[src/rtl/uart_pkg.sv]
// Shared types and helpers for the UART datapath controllers.
package uart_pkg;

   localparam int unsigned SR_WIDTH = 8;
   localparam int unsigned SR_IDX_W = 3;

   typedef enum logic [2:0] {
      IDLE,
      START,
      DATA,
      PARITY,
      STOP
   } tx_state_e;

   // Place din[nbits-1:0] bit-reversed into the top of the result, zeros below,
   // so a shift-left register presents din[0] first on its MSB.
   function automatic logic [SR_WIDTH-1:0] bit_rev(input logic [SR_WIDTH-1:0] din,
                                                   input int unsigned         nbits);
      logic [SR_WIDTH-1:0] r;
      r = '0;
      for (int unsigned i = 0; i < SR_WIDTH; i++) begin
         if (i < nbits) begin
            r[SR_IDX_W'(SR_WIDTH - 1 - i)] = din[SR_IDX_W'(i)];
         end
      end
      return r;
   endfunction

endpackage

[src/rtl/uart_baud_cnt.sv]
// Bit-period timer: counts 0..CLKS_PER_BIT-1 and flags the last and
// second-to-last clock of each bit. Shared between TX and RX controllers.
module uart_baud_cnt #(
   parameter int unsigned CLKS_PER_BIT = 16
) (
   input  logic clk,
   input  logic rst,
   input  logic clear,
   output logic bit_end,
   output logic bit_pre
);

   localparam int unsigned CNT_W = (CLKS_PER_BIT > 1) ? $clog2(CLKS_PER_BIT) : 1;
   localparam logic [CNT_W-1:0] CNT_LAST = CNT_W'(CLKS_PER_BIT - 1);
   localparam logic [CNT_W-1:0] CNT_PRE  = CNT_W'(CLKS_PER_BIT - 2);

   logic [CNT_W-1:0] cnt;

   // Free-running bit counter, restarted by clear and wrapping at the bit end
   always_ff @(posedge clk) begin
      if (rst || clear) begin
         cnt <= '0;
      end else if (cnt == CNT_LAST) begin
         cnt <= '0;
      end else begin
         cnt <= cnt + CNT_W'(1);
      end
   end

   assign bit_end = (cnt == CNT_LAST);
   assign bit_pre = (cnt == CNT_PRE);

endmodule

[src/rtl/uart_tx_ctrl.sv]
// UART transmit controller: byte handshake, shift-register sequencing and
// serial framing (start, data LSB first, optional parity, stop).
// Optional even parity bit enabled by defining UART_TX_PARITY_EN.
module uart_tx_ctrl
   import uart_pkg::*;
#(
   parameter int unsigned CLKS_PER_BIT = 16,
   parameter int unsigned DATA_BITS    = 8,
   parameter int unsigned STOP_BITS    = 1
) (
   input  logic       clk,
   input  logic       rst,
   input  logic [7:0] tx_data,
   input  logic       tx_valid,
   output logic       tx_ready,
   output logic       tx_done,
   output logic       busy,
   output logic       sr_load,
   output logic       sr_shift,
   output logic [7:0] sr_din,
   input  logic       sr_msb,
   output logic       tx_out
);

   localparam int unsigned IDX_W = 3;
   localparam logic [IDX_W-1:0] LAST_BIT   = IDX_W'(DATA_BITS - 1);
   localparam logic [IDX_W-1:0] SHIFT_LIM  = IDX_W'(DATA_BITS - 2);
   localparam logic             LAST_STOP  = 1'(STOP_BITS - 1);

   // Parameter legality, checked at elaboration
   generate
      if (CLKS_PER_BIT < 2) begin : g_bad_clks
         $error("uart_tx_ctrl: CLKS_PER_BIT must be >= 2");
      end
      if (DATA_BITS < 5 || DATA_BITS > SR_WIDTH) begin : g_bad_data
         $error("uart_tx_ctrl: DATA_BITS must be 5..8");
      end
      if (STOP_BITS < 1 || STOP_BITS > 2) begin : g_bad_stop
         $error("uart_tx_ctrl: STOP_BITS must be 1 or 2");
      end
   endgenerate

   tx_state_e        state, state_next;
   logic [IDX_W-1:0] bit_idx, bit_idx_next;
   logic             stop_idx, stop_idx_next;
   logic             tx_out_next, tx_done_next;
   logic             sr_load_next, sr_shift_next;
   logic [7:0]       sr_din_next;
   logic             bit_end, bit_pre, baud_clear;

`ifdef UART_TX_PARITY_EN
   localparam logic [SR_WIDTH-1:0] DATA_MASK = SR_WIDTH'((1 << DATA_BITS) - 1);
   logic parity_q, parity_next;
`endif

   // Bit timer restarts on every state entry and is held while idle
   assign baud_clear = (state == IDLE) || (state_next != state);

   uart_baud_cnt #(
      .CLKS_PER_BIT(CLKS_PER_BIT)
   ) u_baud (
      .clk    (clk),
      .rst    (rst),
      .clear  (baud_clear),
      .bit_end(bit_end),
      .bit_pre(bit_pre)
   );

   // Next-state and next-output decode. tx_out is captured from sr_msb at each
   // bit boundary and sr_shift is raised in that same edge, so the register
   // advances during the bit and the following bit is ready at the next
   // boundary. The final data bit needs no further shift.
   always_comb begin
      state_next    = state;
      bit_idx_next  = bit_idx;
      stop_idx_next = stop_idx;
      tx_out_next   = tx_out;
      tx_done_next  = 1'b0;
      sr_load_next  = 1'b0;
      sr_shift_next = 1'b0;
      sr_din_next   = sr_din;
`ifdef UART_TX_PARITY_EN
      parity_next   = parity_q;
`endif
      case (state)
         IDLE: begin
            tx_out_next = 1'b1;
            if (tx_valid && tx_ready) begin
               state_next    = START;
               sr_load_next  = 1'b1;
               sr_din_next   = bit_rev(tx_data, DATA_BITS);
               tx_out_next   = 1'b0;
               bit_idx_next  = '0;
               stop_idx_next = 1'b0;
`ifdef UART_TX_PARITY_EN
               parity_next   = ^(tx_data & DATA_MASK);
`endif
            end
         end
         START: begin
            if (bit_end) begin
               state_next    = DATA;
               bit_idx_next  = '0;
               tx_out_next   = sr_msb;
               sr_shift_next = 1'b1;
            end
         end
         DATA: begin
            if (bit_end) begin
               if (bit_idx == LAST_BIT) begin
`ifdef UART_TX_PARITY_EN
                  state_next  = PARITY;
                  tx_out_next = parity_q;
`else
                  state_next  = STOP;
                  tx_out_next = 1'b1;
`endif
                  stop_idx_next = 1'b0;
               end else begin
                  bit_idx_next  = bit_idx + IDX_W'(1);
                  tx_out_next   = sr_msb;
                  sr_shift_next = (bit_idx < SHIFT_LIM);
               end
            end
         end
`ifdef UART_TX_PARITY_EN
         PARITY: begin
            if (bit_end) begin
               state_next    = STOP;
               tx_out_next   = 1'b1;
               stop_idx_next = 1'b0;
            end
         end
`endif
         STOP: begin
            tx_out_next  = 1'b1;
            tx_done_next = bit_pre && (stop_idx == LAST_STOP);
            if (bit_end) begin
               if (stop_idx == LAST_STOP) begin
                  state_next = IDLE;
               end else begin
                  stop_idx_next = stop_idx + 1'b1;
               end
            end
         end
         default: begin
            state_next  = IDLE;
            tx_out_next = 1'b1;
         end
      endcase
   end

   // State and registered outputs
   always_ff @(posedge clk) begin
      if (rst) begin
         state    <= IDLE;
         bit_idx  <= '0;
         stop_idx <= 1'b0;
         tx_out   <= 1'b1;
         tx_ready <= 1'b1;
         busy     <= 1'b0;
         tx_done  <= 1'b0;
         sr_load  <= 1'b0;
         sr_shift <= 1'b0;
         sr_din   <= '0;
`ifdef UART_TX_PARITY_EN
         parity_q <= 1'b0;
`endif
      end else begin
         state    <= state_next;
         bit_idx  <= bit_idx_next;
         stop_idx <= stop_idx_next;
         tx_out   <= tx_out_next;
         tx_ready <= (state_next == IDLE);
         busy     <= (state_next != IDLE);
         tx_done  <= tx_done_next;
         sr_load  <= sr_load_next;
         sr_shift <= sr_shift_next;
         sr_din   <= sr_din_next;
`ifdef UART_TX_PARITY_EN
         parity_q <= parity_next;
`endif
      end
   end

endmodule

[config.mk]
export PLATFORM = sky130hd
export DESIGN_NAME = uart_tx_ctrl
export DESIGN_NICKNAME = d
export VERILOG_FILES = /design/src/rtl/uart_pkg.sv /design/src/rtl/uart_baud_cnt.sv /design/src/rtl/uart_tx_ctrl.sv
export SDC_FILE = /design/constraint.sdc
export NUM_CORES = 1
export LEC_CHECK = 0
export BUFFER_PORTS_ARGS = -buffer_cell sky130_fd_sc_hd__buf_2
export CORE_UTILIZATION = 50
export DETAILED_ROUTE_END_ITERATION = 8
export HOLD_SLACK_MARGIN = 0.1
export PLACE_DENSITY = 0.73
export RECOVER_POWER = 100
export SLEW_MARGIN = 40
export SYNTH_ARGS = -nofsm -noshare
export SYNTH_HDL_FRONTEND = slang
export SYNTH_SLANG_ARGS = --single-unit
export TNS_END_PERCENT = 10
[constraint.sdc]
create_clock -name clk -period 1.7 [get_ports clk]
set_input_delay 0.085 -clock clk [delete_from_list [all_inputs] [get_ports clk]]
set_output_delay 0.085 -clock clk [all_outputs]
set_load 0.01 [all_outputs]
## After elaboration in Yosys (flattened, before gate mapping)

Cells that the tools add are included.

| storage, ports and cells | value |
|---|---|
| flip-flop bits (word level) | 25 |
| latch bits | 0 |
| RAM bits | 0 |
| memory bits (read-only) | 0 |
| input bits | 12 |
| output and inout port bits | 14 |
| word-level logic and storage cells | 75 |
| memories | 0 |

| cells by class | value |
|---|---|
| add/sub/neg operators | 3 |
| $mul | 0 |
| div/mod/pow operators | 0 |
| order comparisons | 1 |
| equality and inequality tests | 13 |
| shifts and indexed selects | 0 |
| muxes and demuxes | 28 |
| bitwise operators | 3 |
| reductions and logical operators | 16 |

Operator list:

| operator | count |
|---|---|
| 3-bit two-way mux | 10 |
| 1-bit two-way mux | 13 |
| 3-bit case mux with 4 select lines | 1 |
| 2-bit != test, second input constant | 5 |
| 5-bit AND reduction | 2 |
| 3-bit case mux with 3 select lines | 1 |
| 3-bit nonzero test | 3 |
| 4-bit equality test, second input constant | 2 |
| 3-bit equality test, second input constant | 2 |
| 3-bit zero test | 2 |
| 1-bit case mux with 3 select lines | 2 |
| 2-bit OR reduction | 3 |
| 4-bit by 1-bit adder with 4-bit output, second input constant | 1 |
| 2-bit AND reduction | 2 |
| 3-bit by 1-bit adder with 3-bit output, second input constant | 1 |
| 3-bit by 1-bit equality test with 1-bit output, second input constant | 1 |
| 3-bit by 2-bit equality test with 1-bit output, second input constant | 1 |
| 3-bit less-than comparator, second input constant | 1 |
| 3-bit != test | 1 |
| 1-bit inverter | 3 |
| 1-bit logical AND | 2 |
| 1-bit logical OR | 2 |
| 2-bit by 1-bit != test with 1-bit output, second input constant | 1 |
| 1-bit case mux with 2 select lines | 1 |
| 1-bit adder, second input constant | 1 |

## Longest topological paths before layout

| logic depth | value |
|---|---|
| depth in word-level cells | 8 |
| depth in mapped cells | 6 |
| mapped depth without buffers | 5 |

## By module

Synthesis repeated with hierarchy kept, for this count alone.

| second synthesis, totals | value |
|---|---|
| cells, all modules | 114 |
| area total of the unflattened synthesis | 1107.3 µm² |

By module, submodules not included:

| module | instances | cells an instance | area each (µm²) | sequential area each (µm²) |
|---|---|---|---|---|
| uart_tx_ctrl | 1 | 97 | 927.1 | 400.4 |
| uart_baud_cnt | 1 | 17 | 180.2 | 80.1 |

## Worst setup path before layout

No wires, ideal clock.

| timing path | value |
|---|---|
| kind | register -> register |
| from | register u_baud.cnt[0] |
| to | register busy |
| setup time | 0.127 ns |
| arrival time | 1.327 ns |
| required time | 1.573 ns |
| setup slack | 0.246 ns |
| stages on the path, launching flop included | 6 |
| buffers on the path | 0 |
| clock period less this slack | 1.454 ns |
| cells stage by stage | dfxtp_1 -> ha_1 -> nand3_1 -> a32oi_1 -> nor3_1 -> or3_1 |

| on the way | value |
|---|---|
| cells in the longest elaborated chain, start to end | 4 |
| elaborated cells between the ends (all ways) | 6 |
| classes of those cells | eq/ne: 1; mux: 4; reduce/logical: 1 |

RTL lines:

| item | line | RTL |
|---|---|---|
| start, declared | uart_baud_cnt.sv:17 | `logic [CNT_W-1:0] cnt;` |
| start signal, assigned | uart_baud_cnt.sv:26 | `cnt <= cnt + CNT_W'(1);` |
| 4-bit equality test (*) | uart_baud_cnt.sv:30 | `assign bit_end = (cnt == CNT_LAST);` |
| 3-bit two-way mux (on tied branches) | uart_tx_ctrl.sv:138, uart_tx_ctrl.sv:101, uart_tx_ctrl.sv:109 |  |
| 3-bit case mux with 4 select lines (*) | uart_tx_ctrl.sv:85 | `case (state)` |
| 3-bit nonzero test (*) | uart_tx_ctrl.sv:175 | `busy <= (state_next != IDLE);` |
| end signal, assigned | uart_tx_ctrl.sv:175 |  |
| end, declared | uart_tx_ctrl.sv:17 | `output logic busy,` |

Every way passes the cells marked *; elsewhere a longest branch is shown, timed or not.
A chain may end at the register's enable or synchronous reset.

## Worst setup path after layout

Same ends and word-level chain as after synthesis.

==> flow_results.org <==
** Detailed routing
- DR WL/cell :: roughly 12 µm
- For this run, the detailed router's first-pass iteration total came to 4.
- The final layout contains routed wiring with a total length of 1860 µm.
- For this run, design rule violations remaining after detail routing come to 0.
- Number of antenna-violating nets in the routed design :: 0
- Via density per instance :: approximately 5.0
- In this run, the number of DRC markers left after iteration 0 of detailed routing was 19.
- Across all layers, the routed design uses 801 vias.

** Pwr
- Across the VDD grid, the largest voltage drop is between 0.0005 and 0.0006 V.
- Of the total power, the clock network draws 0.281.
- Of the total power, the share spent switching nets is 0.239.
- In this run the power spent charging and discharging nets is between 200 and 250 µW.
- PwrDens :: approximately 840 mW/mm²
- Cell internal power was estimated by the tool at between 700 and 800 µW.
- The share of total power dissipated in sequential elements is 0.584.
- In this run the static leakage power is roughly 0.00051 µW.
- Combinational cell fraction of total power :: 0.135

** Critical path
- Register-to-register path setup slack :: around 140 ps
- Worst R2R Start :: u_baud.cnt[0]$_SDFF_PP0_
- Cell breakdown of the critical path :: ha_1 > nand3_1 > a32oi_1 > nor3_1 > or3_1
- Length in cells of the worst reg-to-reg path :: 5
- Critical path's slowest cell :: dfxtp_1
- In this run the critical register-to-register path is captured at busy$_SDFF_PP0_.
- Critical path type :: flip-flop to flip-flop
- Data arrival, critical path :: around 1800 ps
- Together, buffers and inverters on the worst path number 0.
- Along the worst path, the maximum fanout reaches 4.
- CP required :: around 1900 ps
- STA classifies the critical path startpoint as a flip-flop.
- On the worst path, the slowest cell contributes a delay of 390 ps.
- On the critical path the largest part of the delay comes from simple AND/OR/NAND/NOR gates.
- STA classifies the critical path endpoint as a flip-flop.

** Global routing
- Entering global routing, the biggest net connects 21 pins.
- Via count of the first global-routing pass :: 750
- For this run, the total global-route usage over all layers was measured as 0.201.
- The number of antenna violations at the first check in global routing is 0.
- Global-route wire length before repair :: around 3100 µm
- Remaining Overflow, GRT :: 0

** Die
- For this design the top-level I/O count stands at 26.
- The floorplan has 15 rows.
- Area of the die :: between 0.002 and 0.0025 mm²
- The die is approximately 46 µm wide.
- Vertical extent of the die :: roughly 46 µm
- Total core area :: 0.00178 mm²
- Starting Density :: 0.552

** Timing
- Period minus WS final :: around 1600 ps
- Clock skew on the completed layout was measured at roughly 0.81 ps.
- The number of slew-limit violations in the final report was 0.
- Setup repair after global routing left no endpoint under its margin.
- Worst hold slack :: around 130 ps
- Derived from the worst setup path, the maximum achievable clock frequency is 640 MHz.
- For the pin with the worst max-slew slack, the measured transition is roughly 430 ps.
- Setup violations remaining at the end of the flow were counted as 0.
- Hold Violations, Final :: 0
- In the finished design, the share of the clock period the worst path needs comes to 0.919.
- Final TNS setup :: 0 ps
- Relative slew slack :: 0.714

** Hold path
- Endpoint with the worst hold slack :: sr_din[2]$_SDFFE_PP0P_
- Counting instances, the worst hold path has a depth of 2.
- In this run the worst hold path is classified as primary input to flip-flop.
- Min-delay src :: rst

** Synth
- The number of different library cells used by synthesis comes to 30.
- After technology mapping, the gate count stands at a little under 100.
- For this run, the register share of the synthesized area comes to 0.489.
- For this run, asynchronously set or reset flops after synthesis account for 0.
- Counting flops with a built-in enable in the synthesized netlist gives 0.
- Most instantiated flip-flop cell in the synthesis netlist :: dfxtp_1
- Area contributors post-synth :: dfxtp_1 (49%), mux2i_1 (11%), nor2_1 (6.1%)
- Averaged over all synthesized cells, the footprint is approximately 10 µm².
- In this run, synthesis produced a sequential element count of 24.
- Netlist Area Pre-Place :: 983 µm²
- Yosys warns :: 0
- Area fraction of the dominant cell type after synthesis :: 0.489
- The synthesized design spends more area on one cell type than any other, namely dfxtp_1.
- Post-Synthesis Net Count :: about 110

** Cells and area
- Of the cells placed in the final design, the portion with a size suffix greater than 1 is 0.127.
- Final antenna diode count :: 0
- Filler cells :: 160
- Net total in the final layout :: between 150 and 200
- From synthesis to final layout, the design area changed by 25.2%.
- Excluding fillers, the count of instances in the completed layout stands at around 160.

** Flow run
- Max capacitance violation total :: 0

** Placed design
- DP HPWL :: ~1300 µm
- Routability cong. :: 0.819
- Count of port buffers added during placement :: 25
- Placed Instances :: approximately 150

** Outcome
- Run status :: finished clean

** CTS
- In this run the number of H-tree levels came out at 1.
- For the worst-skew pair, the clock arrives at the later sink with an insertion delay of slightly above 300 ps.
- TritonCTS clock tree :: done
- Number of cells upsized or downsized after cts :: 0
- CTS placed an instance of clkbuf_4 at the clock tree root.
- Cts bufs inserted :: 3
- In this run the deepest clock path goes through 2 buffers.
- For this design, the sink count on the clock tree is 24.
- Clock slew at the register clock pins of the worst setup and hold paths :: about 120 ps
-- power groups by stage --
stage | clock, µW | sequential (µW) | combinational [µW]
CTS | 300 | 605 | 148
finish | 292 | 606 | 140
global placement | 0 | 617 | 130
global route | 320 | 610 | 157
floorplan | 0 | 629 | 75.8
detailed placement | 0 | 618 | 132
-- per-layer routing --
layer	GRT usage	wire length, µm	up-vias
met5	0	0	-
met4	0.0882	21	0
met3	0.0392	91	4
li1	-	-	418
met2	0.333	840	25
met1	0.251	906	354
-- logic make-up after synthesis --
family,share of synthesized area
AOI/OAI and AO/OA,0.0776
xor gates and xnor gates,0.0267
DFF,0.489
adders and majority gates,0.0509
buffers and inverters,0.0305
and+or+nand+nor,0.214
muxes,0.112
-- final cells by class --
cell class	instances	area [µm²]	share of cell area
flip-flops and latches	24	480	0.390
inverters	1	3.75	0.00305
repair buffers	36	206	0.168
multi-input cells	69	473	0.384
well taps	25	31.3	0.0254
clock buffers	4	36.3	0.0295
-- metrics by stage --
step	setup slack (ps)	power (µW)	instance area, µm²	utilization
final	137	1040	1230	0.691
after global routing	17.7	1090	1230	0.691
after CTS	137	1050	1250	0.704
after detailed placement	160	750	1130	0.633
after global placement	206	747	1130	0.633
after floorplan	246	705	983	-
-- registers in the layout, summed over array words and instances, names as in the netlist --
name        flops
busy            1
sr_shift        1
tx_done         1
sr_load         1
bit_idx         3
u_baud.cnt      4
tx_ready        1
tx_out          1
state           3
sr_din          8
-- worst max-delay path by stage --
stage | startpoint | depth (start not counted) | endpoint
finish | u_baud.cnt[0]$_SDFF_PP0_ | 5 | busy$_SDFF_PP0_
floorplan | u_baud.cnt[0]$_SDFF_PP0_ | 5 | busy$_SDFF_PP0_
detailed placement | u_baud.cnt[0]$_SDFF_PP0_ | 5 | busy$_SDFF_PP0_
global route | u_baud.cnt[0]$_SDFF_PP0_ | 5 | busy$_SDFF_PP0_
CTS | u_baud.cnt[0]$_SDFF_PP0_ | 5 | busy$_SDFF_PP0_
global placement | u_baud.cnt[0]$_SDFF_PP0_ | 5 | busy$_SDFF_PP0_
-- cell usage after synthesis, types with 2 or more instances --
master    instances
a21o_1            2
mux2i_1          11
nand2b_1          6
nor3_1            3
nand3_1           4
a21oi_1           3
ha_1              4
xnor2_1           2
clkbuf_1          2
nand2_1           2
nor2_1           16
and4b_1           2
dfxtp_1          24
-- what timing repair did --
| item | CTS | global route |
|---|---|---|
| buffers inserted | 0 | 0 |
| hold endpoints to repair | 9 | 0 |
| endpoints found under the setup margin | 0 | 0 |
| hold buffers | 9 | 0 |
-- placed cells by master (no fill, tap or decap), types with 2 or more instances in the layout --
| cell | synthesis | final |
|---|---|---|
| dlygate4sd3_1 | 0 | 9 |
| buf_2 | 0 | 11 |
| dfxtp_1 | 24 | 24 |
| xnor2_1 | 2 | 2 |
| a21o_1 | 2 | 2 |
| clkbuf_1 | 2 | 15 |
| nand3_1 | 4 | 4 |
| and4b_1 | 2 | 2 |
| mux2i_1 | 11 | 11 |
| nand2b_1 | 6 | 6 |
| nor2_1 | 16 | 16 |
| ha_1 | 4 | 4 |
| clkbuf_4 | 0 | 3 |
| nand2_1 | 2 | 2 |
| nor3_1 | 3 | 3 |
| a21oi_1 | 3 | 3 |
Note: power is estimated with default switching activity, not from simulation.
